<file path="src/rtl/glycemic_pkg.sv">
// Shared types and constants for the glycemic scan scheduler.
// Holds the sample/index widths, the FSM state encoding and the bit-count helper.
package glycemic_pkg;

  localparam int SENSOR_W = 8;
  localparam int INDEX_W  = 4;

  typedef enum logic [1:0] {
    IDLE    = 2'd0,
    CAPTURE = 2'd1,
    COMPUTE = 2'd2,
    REPORT  = 2'd3
  } scanState_e;

  function automatic logic [INDEX_W-1:0] popCount8(input logic [SENSOR_W-1:0] value);
    logic [INDEX_W-1:0] count;
    count = '0;
    for (int i = 0; i < SENSOR_W; i++) begin
      count = count + INDEX_W'(value[i]);
    end
    return count;
  endfunction

endpackage

</file>
<file path="src/rtl/glycemic_scan_scheduler_index_unit.sv">
// Combinational glycemic-index datapath: bit count of |sample| for a signed 8-bit reading.
// The magnitude stays 8 bits wide, so the most negative sample maps to 8'h80.
module glycemic_index_unit
  import glycemic_pkg::*;
(
  input  logic [SENSOR_W-1:0] sample,
  output logic [INDEX_W-1:0]  glycemicIndex
);

  logic [SENSOR_W-1:0] absValue_s;

  // Two's-complement magnitude of the sample.
  always_comb begin
    absValue_s = sample;
    if (sample[SENSOR_W-1]) begin
      absValue_s = ~sample + 8'd1;
    end else begin
      absValue_s = sample;
    end
  end

  assign glycemicIndex = popCount8(absValue_s);

endmodule

</file>
<file path="src/rtl/glycemic_scan_scheduler.sv">
// Round-robin scheduler sharing one glycemic-index unit among NUM_CH sensor channels.
// Define ALARM_LATCH_EN to make alarms sticky until cleared through the alarmClear port.
module glycemic_scan_scheduler
  import glycemic_pkg::*;
#(
  parameter int NUM_CH       = 4,
  parameter int ALARM_THRESH = 6
) (
  input  logic                         clk,
  input  logic                         rst,
  input  logic                         enable,
  input  logic [NUM_CH-1:0]            chReq,
  input  logic [NUM_CH*SENSOR_W-1:0]   chData,
  output logic [NUM_CH-1:0]            chAck,
  output logic                         idxValid,
  output logic [$clog2(NUM_CH)-1:0]    idxChannel,
  output logic [INDEX_W-1:0]           glycemicIndex,
  output logic [NUM_CH-1:0]            alarm,
  output logic                         busy
`ifdef ALARM_LATCH_EN
  ,
  input  logic [NUM_CH-1:0]            alarmClear
`endif
);

  localparam int CH_W = $clog2(NUM_CH);

  scanState_e          state_r, stateNext_s;
  logic [CH_W-1:0]     rrPtr_r, grant_r, grantSel_s, candPtr_s;
  logic                grantFound_s;
  logic [SENSOR_W-1:0] sampleReg_r;
  logic [INDEX_W-1:0]  idxReg_r, idxUnit_s;
  logic [NUM_CH-1:0]   chAck_r, alarm_r;
  logic                idxValid_r, busy_r, alarmHit_s;
  logic [CH_W-1:0]     idxChannel_r;

  glycemic_index_unit uIndex (
    .sample        (sampleReg_r),
    .glycemicIndex (idxUnit_s)
  );

  // Round-robin arbiter: first requesting channel at or after rrPtr, wrapping.
  always_comb begin
    grantSel_s   = '0;
    grantFound_s = 1'b0;
    candPtr_s    = '0;
    for (int k = 0; k < NUM_CH; k++) begin
      candPtr_s = CH_W'((int'(rrPtr_r) + k) % NUM_CH);
      if (!grantFound_s && chReq[candPtr_s]) begin
        grantSel_s   = candPtr_s;
        grantFound_s = 1'b1;
      end else begin
        grantFound_s = grantFound_s;
      end
    end
  end

  // Next-state logic; only IDLE waits, every other state lasts one cycle.
  always_comb begin
    stateNext_s = state_r;
    case (state_r)
      IDLE: begin
        if (enable && grantFound_s) begin
          stateNext_s = CAPTURE;
        end else begin
          stateNext_s = IDLE;
        end
      end
      CAPTURE: stateNext_s = COMPUTE;
      COMPUTE: stateNext_s = REPORT;
      REPORT:  stateNext_s = IDLE;
      default: stateNext_s = IDLE;
    endcase
  end

  assign alarmHit_s = (idxReg_r >= INDEX_W'(ALARM_THRESH));

  // State, grant, datapath registers and the registered handshake/result outputs.
  always_ff @(posedge clk) begin
    if (rst) begin
      state_r      <= IDLE;
      rrPtr_r      <= '0;
      grant_r      <= '0;
      sampleReg_r  <= '0;
      idxReg_r     <= '0;
      idxChannel_r <= '0;
      chAck_r      <= '0;
      idxValid_r   <= 1'b0;
      busy_r       <= 1'b0;
    end else begin
      state_r    <= stateNext_s;
      chAck_r    <= '0;
      idxValid_r <= 1'b0;
      busy_r     <= (stateNext_s != IDLE);
      case (state_r)
        IDLE: begin
          if (stateNext_s == CAPTURE) begin
            grant_r <= grantSel_s;
            chAck_r <= NUM_CH'(1'b1) << grantSel_s;
          end
        end
        CAPTURE: sampleReg_r <= chData[SENSOR_W*grant_r +: SENSOR_W];
        COMPUTE: begin
          // Result and its tag appear together with the valid pulse in REPORT.
          idxReg_r     <= idxUnit_s;
          idxChannel_r <= grant_r;
          idxValid_r   <= 1'b1;
        end
        REPORT: begin
          if (grant_r == CH_W'(NUM_CH - 1)) begin
            rrPtr_r <= '0;
          end else begin
            rrPtr_r <= grant_r + CH_W'(1);
          end
        end
        default: state_r <= IDLE;
      endcase
    end
  end

`ifdef ALARM_LATCH_EN
  logic [NUM_CH-1:0] alarmSet_s;

  // Sticky alarm set request for the channel being reported.
  always_comb begin
    alarmSet_s = '0;
    if ((state_r == REPORT) && alarmHit_s) begin
      alarmSet_s = NUM_CH'(1'b1) << grant_r;
    end else begin
      alarmSet_s = '0;
    end
  end

  // Latched alarm bank; a set on the same edge as a clear takes priority.
  always_ff @(posedge clk) begin
    if (rst) begin
      alarm_r <= '0;
    end else begin
      alarm_r <= (alarm_r & ~alarmClear) | alarmSet_s;
    end
  end
`else
  // Alarm follows the latest result of each channel.
  always_ff @(posedge clk) begin
    if (rst) begin
      alarm_r <= '0;
    end else if (state_r == REPORT) begin
      alarm_r[grant_r] <= alarmHit_s;
    end
  end
`endif

  assign chAck         = chAck_r;
  assign idxValid      = idxValid_r;
  assign idxChannel    = idxChannel_r;
  assign glycemicIndex = idxReg_r;
  assign alarm         = alarm_r;
  assign busy          = busy_r;

endmodule

</file>
<file path="config.mk">
export PLATFORM = sky130hd
export DESIGN_NAME = glycemic_scan_scheduler
export DESIGN_NICKNAME = d
export VERILOG_FILES = /design/src/rtl/glycemic_pkg.sv /design/src/rtl/glycemic_scan_scheduler_index_unit.sv /design/src/rtl/glycemic_scan_scheduler.sv
export SDC_FILE = /design/constraint.sdc
export NUM_CORES = 1
export LEC_CHECK = 0
export ABC_CLOCK_PERIOD_IN_PS = 4059
export CORE_MARGIN = 3
export CORE_UTILIZATION = 46
export CTS_CLUSTER_SIZE = 12
export DETAILED_ROUTE_END_ITERATION = 10
export PLACE_DENSITY = 0.89
export SYNTH_ARGS = -nofsm -noshare
export SYNTH_HDL_FRONTEND = slang
export SYNTH_SLANG_ARGS = --single-unit
</file>
<file path="constraint.sdc">
create_clock -name clk -period 4.06 [get_ports clk]
set_input_delay 1.015 -clock clk [delete_from_list [all_inputs] [get_ports clk]]
set_output_delay 1.015 -clock clk [all_outputs]
set_load 0.03 [all_outputs]
</file>
; After elaboration in Yosys (flattened, before gate mapping)
; Cells that the tools add are included.
[word_totals]
regBits = 30
output_inout_bits = 16
inputBits = 39
wordCells = 75
[classes]
n_bitwise = 3
magnitude_cmp = 7
n_eq_ne = 5
n_mux = 24
addsub = 12
n_shift = 2
reduce_logical = 12
[ops]
columns = operator, count
row1 = 32-bit by 6-bit indexed part select with 8-bit output, 1
row2 = 4-bit by 1-bit adder with 4-bit output, 6
row3 = "2-bit by 3-bit less-than comparator with 1-bit output, second input constant", 5
row4 = 1-bit two-way mux, 11
row5 = 2-bit two-way mux, 5
row6 = "8-bit by 1-bit adder with 8-bit output, second input constant", 1
row7 = 1-bit binary-select mux with 2-bit select, 4
row8 = 8-bit two-way mux, 1
row9 = 8-bit inverter, 1
row10 = 2-bit one-hot mux with 4 select lines, 1
row11 = "2-bit equality test, second input constant", 3
row12 = 1-bit logical AND, 5
row13 = "2-bit by 1-bit adder with 2-bit output, second input constant", 2
row14 = "2-bit adder, second input constant", 2
row15 = 4-bit bitwise mux, 1
row16 = "2-bit by 1-bit equality test with 1-bit output, second input constant", 2
row17 = "4-bit by 3-bit greater-or-equal comparator with 1-bit output, second input constant", 1
row18 = "1-bit by 2-bit << shifter with 4-bit output, first input constant", 1
row19 = 1-bit logical NOT, 3
row20 = 3-bit OR reduction, 1
row21 = 1-bit by 1-bit adder with 2-bit output, 1
row22 = 1-bit demux with 2-bit select, 1
row23 = "2-bit by 1-bit greater-or-equal comparator with 1-bit output, second input constant", 1
row24 = 2-bit logical NOT, 1
row25 = other kinds (3), 4

; Depth between registers and ports, before layout
[depth]
word_depth = 18
mapped_depth = 15
depth_no_buf = 15

; Cells and area by module
; Synthesis repeated with hierarchy kept, for this count alone.
[unflattened]
hier_cells = 172
area_unflattened_um2 = 1779.2
[by_module_without_submodules]
columns = module, n_inst, area_per_inst_um2, seq_area_each_um2, cells_each
row1 = glycemic_scan_scheduler, 1, 1470.2, 600.6, 136
row2 = glycemic_index_unit, 1, 309.0, 0.0, 36

; Least setup slack after synthesis
; Ideal clock, no wire load.
[synth_path]
path_kind = reg2reg
start = register sampleReg_r[0]
end = register idxReg_r[1] (netlist: glycemicIndex[1])
synth_period_minus_slack_ps = 3370
path_buffers = 0
setup_slack_ps = 690
stages_incl_launch_ff = 14
required_ps = 3974
arrival_time_ps = 3285
setup_time_ps = 86
path_cell_list = dfxtp_1 inv_1 ha_1 nand2_1 o21ai_0 ha_1 inv_1 fa_1 fa_1 inv_1 fa_1 inv_1 fa_1 a211oi_1
[synth_via]
elab_chain_cells = 10
[synth_rtl]
columns = element, line
row1 = "start, declared", glycemic_scan_scheduler.sv:31  ; logic [SENSOR_W-1:0] sampleReg_r;
row2 = "start signal, assigned", glycemic_scan_scheduler.sv:102  ; CAPTURE: sampleReg_r <= chData[SENSOR_W*grant_r +: SENSOR_W];
row3 = 8-bit inverter, glycemic_scan_scheduler_index_unit.sv:16  ; absValue_s = ~sample + 8'd1;
row4 = 8-bit by 1-bit adder with 8-bit output, glycemic_scan_scheduler_index_unit.sv:16
row5 = 8-bit two-way mux *, glycemic_scan_scheduler_index_unit.sv:15  ; if (sample[SENSOR_W-1]) begin
row6 = 1-bit by 1-bit adder with 2-bit output, glycemic_pkg.sv:19  ; count = count + INDEX_W'(value[i]);
row7 = 4-bit by 1-bit adder with 4-bit output (5 in series), glycemic_pkg.sv:19
row8 = 4-bit by 1-bit adder with 4-bit output *, glycemic_pkg.sv:19
row9 = "end signal, assigned", glycemic_scan_scheduler.sv:105  ; idxReg_r <= idxUnit_s;
row10 = "end, declared", glycemic_scan_scheduler.sv:32  ; logic [INDEX_W-1:0] idxReg_r, idxUnit_s;
; Mark *: on every way between the ends. The rest lies on a longest branch, timed or not.
; A chain may end at the register's enable or synchronous reset.

; Final worst setup path
; Ends and elaborated chain as after synthesis.

==> results.sh <==
export IMPL_clk_path_buf_depth=2
export IMPL_cts_tree="yes"
export IMPL_antenna_found_initial=0
export IMPL_cts_resized=0
export IMPL_antenna_cells=0
export IMPL_slew_headroom_pct=51.3
export IMPL_drv_cap=0
export IMPL_post_cts_buffers=0
export IMPL_grt_pass1_vias=1475
export IMPL_die_area_um2=4550
export IMPL_drive_above_1_share_pct=8.00
export IMPL_drtIter0Drc=61
export IMPL_max_freq_mhz=287
export IMPL_synthMuxAreaShare_pct=18.9
export IMPL_die_x_um=67.4
export IMPL_final_nets=279
export IMPL_ios=55
export IMPL_pwr_share_comb_pct=25.0
export IMPL_p_sw_share_pct=28.0
export IMPL_synth_ff_latch_count=30
export IMPL_synth_compound_area_share_pct=10.1
export IMPL_rows=21
export IMPL_worstSetupPathType="reg -> reg"
export IMPL_cp_arrival_ns=3.69
export IMPL_synth_top_family_by_area="multiplexers"
export IMPL_synthCells=171
export IMPL_grt_pass1_wl_um=6350
export IMPL_postSynthAreaPerCell_um2=10.1
export IMPL_fin_crit_ns=3.49
export IMPL_gp_congestion=0.804
export IMPL_synth_fa_ha_area_share_pct=13.3
export IMPL_dp_hpwl_um=2870
export IMPL_tns_ns=0
export IMPL_clock_latency_ns=0.28
export IMPL_cp_start_kind="register"
export IMPL_fp_coreArea_um2=3490
export IMPL_via_per_inst=5.19
export IMPL_seqPwrFrac_pct=43.1
export IMPL_cp_max_fo=4
export IMPL_dieHeight_um=67.4
export IMPL_synth_cell_type_count=38
export IMPL_final_common_cell="clkdlybuf4s50_1"
export IMPL_synth_area_um2=1740
export IMPL_power_density_nw_per_um2=323
export IMPL_ys_warn_count=0
export IMPL_ir_drop_uv=220
export IMPL_cts_inserted_buffers=5
export IMPL_preCtsSetupSlack_ns=0.576
export IMPL_topRoutingLayerUsed="met4"
export IMPL_tightestPinTransition_ns=0.729
export IMPL_drt_pass1_iter_count=4
export IMPL_holdBufCountCts=0
export IMPL_clockPowerShare_pct=32.0
export IMPL_h_tree_depth=2
export IMPL_p_int_w=0.000554
export IMPL_grt_max_degree=17
export IMPL_route_met3_wl_um=207
export IMPL_portBuffers=54
export IMPL_grt_util_all_layers_pct=18.8
export IMPL_wl_met1_um=1510
export IMPL_hold_viol_final=0
export IMPL_syn_nets=226
export IMPL_synth_xor_area_share_pct=3.03
export IMPL_area_delta_synth_final_pct=37.4
export IMPL_cts_root_buf="clkbuf_8"
export IMPL_start_util_pct=49.7
export IMPL_yosys_area_share_simple_pct=14.3
export IMPL_final_cell_mix="clkdlybuf4s50_1, dfxtp_1, nor2_1"
export IMPL_routedWlPerCell_um=14.0
export IMPL_totalWireLength_um=3790
export IMPL_status="complete, no violations"
export IMPL_cts_sinks=30
export IMPL_finalSetupViolations=0
export IMPL_fin_crit_sh_pct=85.9
export IMPL_hold_path_class="reg -> reg"
export IMPL_clk_pin_slew_ns=0.06
export IMPL_rsz0062_at_grt="no"
export IMPL_end_kind="register"
export IMPL_critical_path_required_ns=4.26
export IMPL_ys_seq_area_share_pct=34.6
export IMPL_num_vias=1406
export IMPL_switching_power_w=0.000216
export IMPL_wl_met2_um=2000
export IMPL_grt_ovfl_total=0
export IMPL_setup_ws_ns=0.570
export IMPL_drc=0
export IMPL_drv_slew=0
export IMPL_finalPower_w=0.000769
export IMPL_antenna_left=0
export IMPL_p_leak_nw=0.895
export IMPL_fin_skew_ns=0.00321
## flip-flops by register name, summed over array words and instances, names as in the netlist
name	flops
state_r	2
glycemicIndex	4
alarm	4
chAck	4
rrPtr_r	2
busy	1
sampleReg_r	8
idxChannel	2
idxValid	1
grant_r	2
## final cells by class
| type | instances | area (µm²) |
|---|---|---|
| inverter | 14 | 52.6 |
| multi-input combinational | 118 | 1030 |
| fill | 281 | 1110 |
| sequential | 30 | 601 |
| timing repair buffer | 55 | 548 |
| clock inverter | 1 | 5.00 |
| clock buffer | 7 | 86.3 |
| tap | 46 | 57.6 |
## path summary, 6_finish.rpt
kind | startpoint | endpoint | slack [ns] | depth (start not counted)
setup / recovery | sampleReg_r[0] | glycemicIndex[1] | 0.57 | 13
hold / removal | idxChannel[0] | idxChannel[0] | 0.49 | 2
setup reg to reg | sampleReg_r[0] | glycemicIndex[1] | 0.57 | 13
hold reg to reg | idxChannel[0] | idxChannel[0] | 0.49 | 2
## synth_stat cells
library cell   n  area [µm²]
a211oi_2       1        12.5
o41ai_1        1        8.76
xor2_1         2        17.5
nor2b_1        6        37.5
or2_1          1        6.26
a21oi_1        8        40.0
nor3_1         2        10.0
mux4_2         6         135
o32ai_1        1        8.76
or2_2          2        12.5
nor2_1        22        82.6
nand3_1        1        5.00
buf_4          1        7.51
buf_6          1        11.3
nand3b_1       4        30.0
or3_1          1        6.26
clkbuf_1       5        18.8
a311oi_1       4        35.0
o31ai_1        1        7.51
o211ai_1       1        7.51
nor3b_1        1        7.51
nand2b_1       2        12.5
a21boi_0       1        7.51
dfxtp_1       30         601
fa_1           4        80.1
o21ai_0        3        15.0
or3_4          1        11.3
mux2i_1       14         140
inv_1         14        52.6
ha_1          12         150
buf_2          2        10.0
xnor2_1        4        35.0
mux4_1         2        52.6
a21o_1         1        7.51
nand2_1        4        15.0
nor4_1         2        12.5
a211oi_1       2        15.0
o32a_1         1        10.0
## per-stage QoR
| step | hold WS [ns] | util (%) | area [µm²] | std cells |
|---|---|---|---|---|
| floorplan | 0.484 | - | 1740 | 171 |
| global placement | 0.471 | 65.6 | 2290 | 263 |
| detailed placement | 0.484 | 65.6 | 2290 | 263 |
| CTS | 0.501 | 68.2 | 2380 | 271 |
| global route | 0.526 | 68.2 | 2380 | 271 |
| finish | 0.494 | 68.2 | 2380 | 271 |
## metal layers
metal | vias to the layer above | GRT usage [%]
li1 | 703 | -
met4 | 0 | 7.59
met1 | 655 | 19.8
met2 | 41 | 34.2
met3 | 7 | 6.32
met5 | - | 0
## worst max-delay path, stage by stage (launching register included)
cell	delay, ns
dfxtp_1	0.38
inv_1	0.06
ha_1	0.28
nand2_1	0.06
o21ai_0	0.07
ha_1	0.28
inv_1	0.05
fa_1	0.50
fa_1	0.54
inv_1	0.05
fa_1	0.43
inv_1	0.08
fa_1	0.40
a211oi_1	0.22
## kinds of logic after synthesis
kind of cell,Yosys count
flops,30
simple gates,49
xor+xnor,6
fa+ha+maj,16
compound gates,25
mux,22
buf+inv,23
## power groups by stage
stage	logic, W	registers, W	clock network [W]
2_1_floorplan	0.000117	0.000342	0
3_3_place_gp	0.000187	0.000336	0
3_5_place_dp	0.000192	0.000337	0
4_1_cts	0.000195	0.000331	0.000252
5_1_grt	0.000214	0.000334	0.000267
6_report	0.000192	0.000331	0.000246
(Power assumes the default switching activity.)
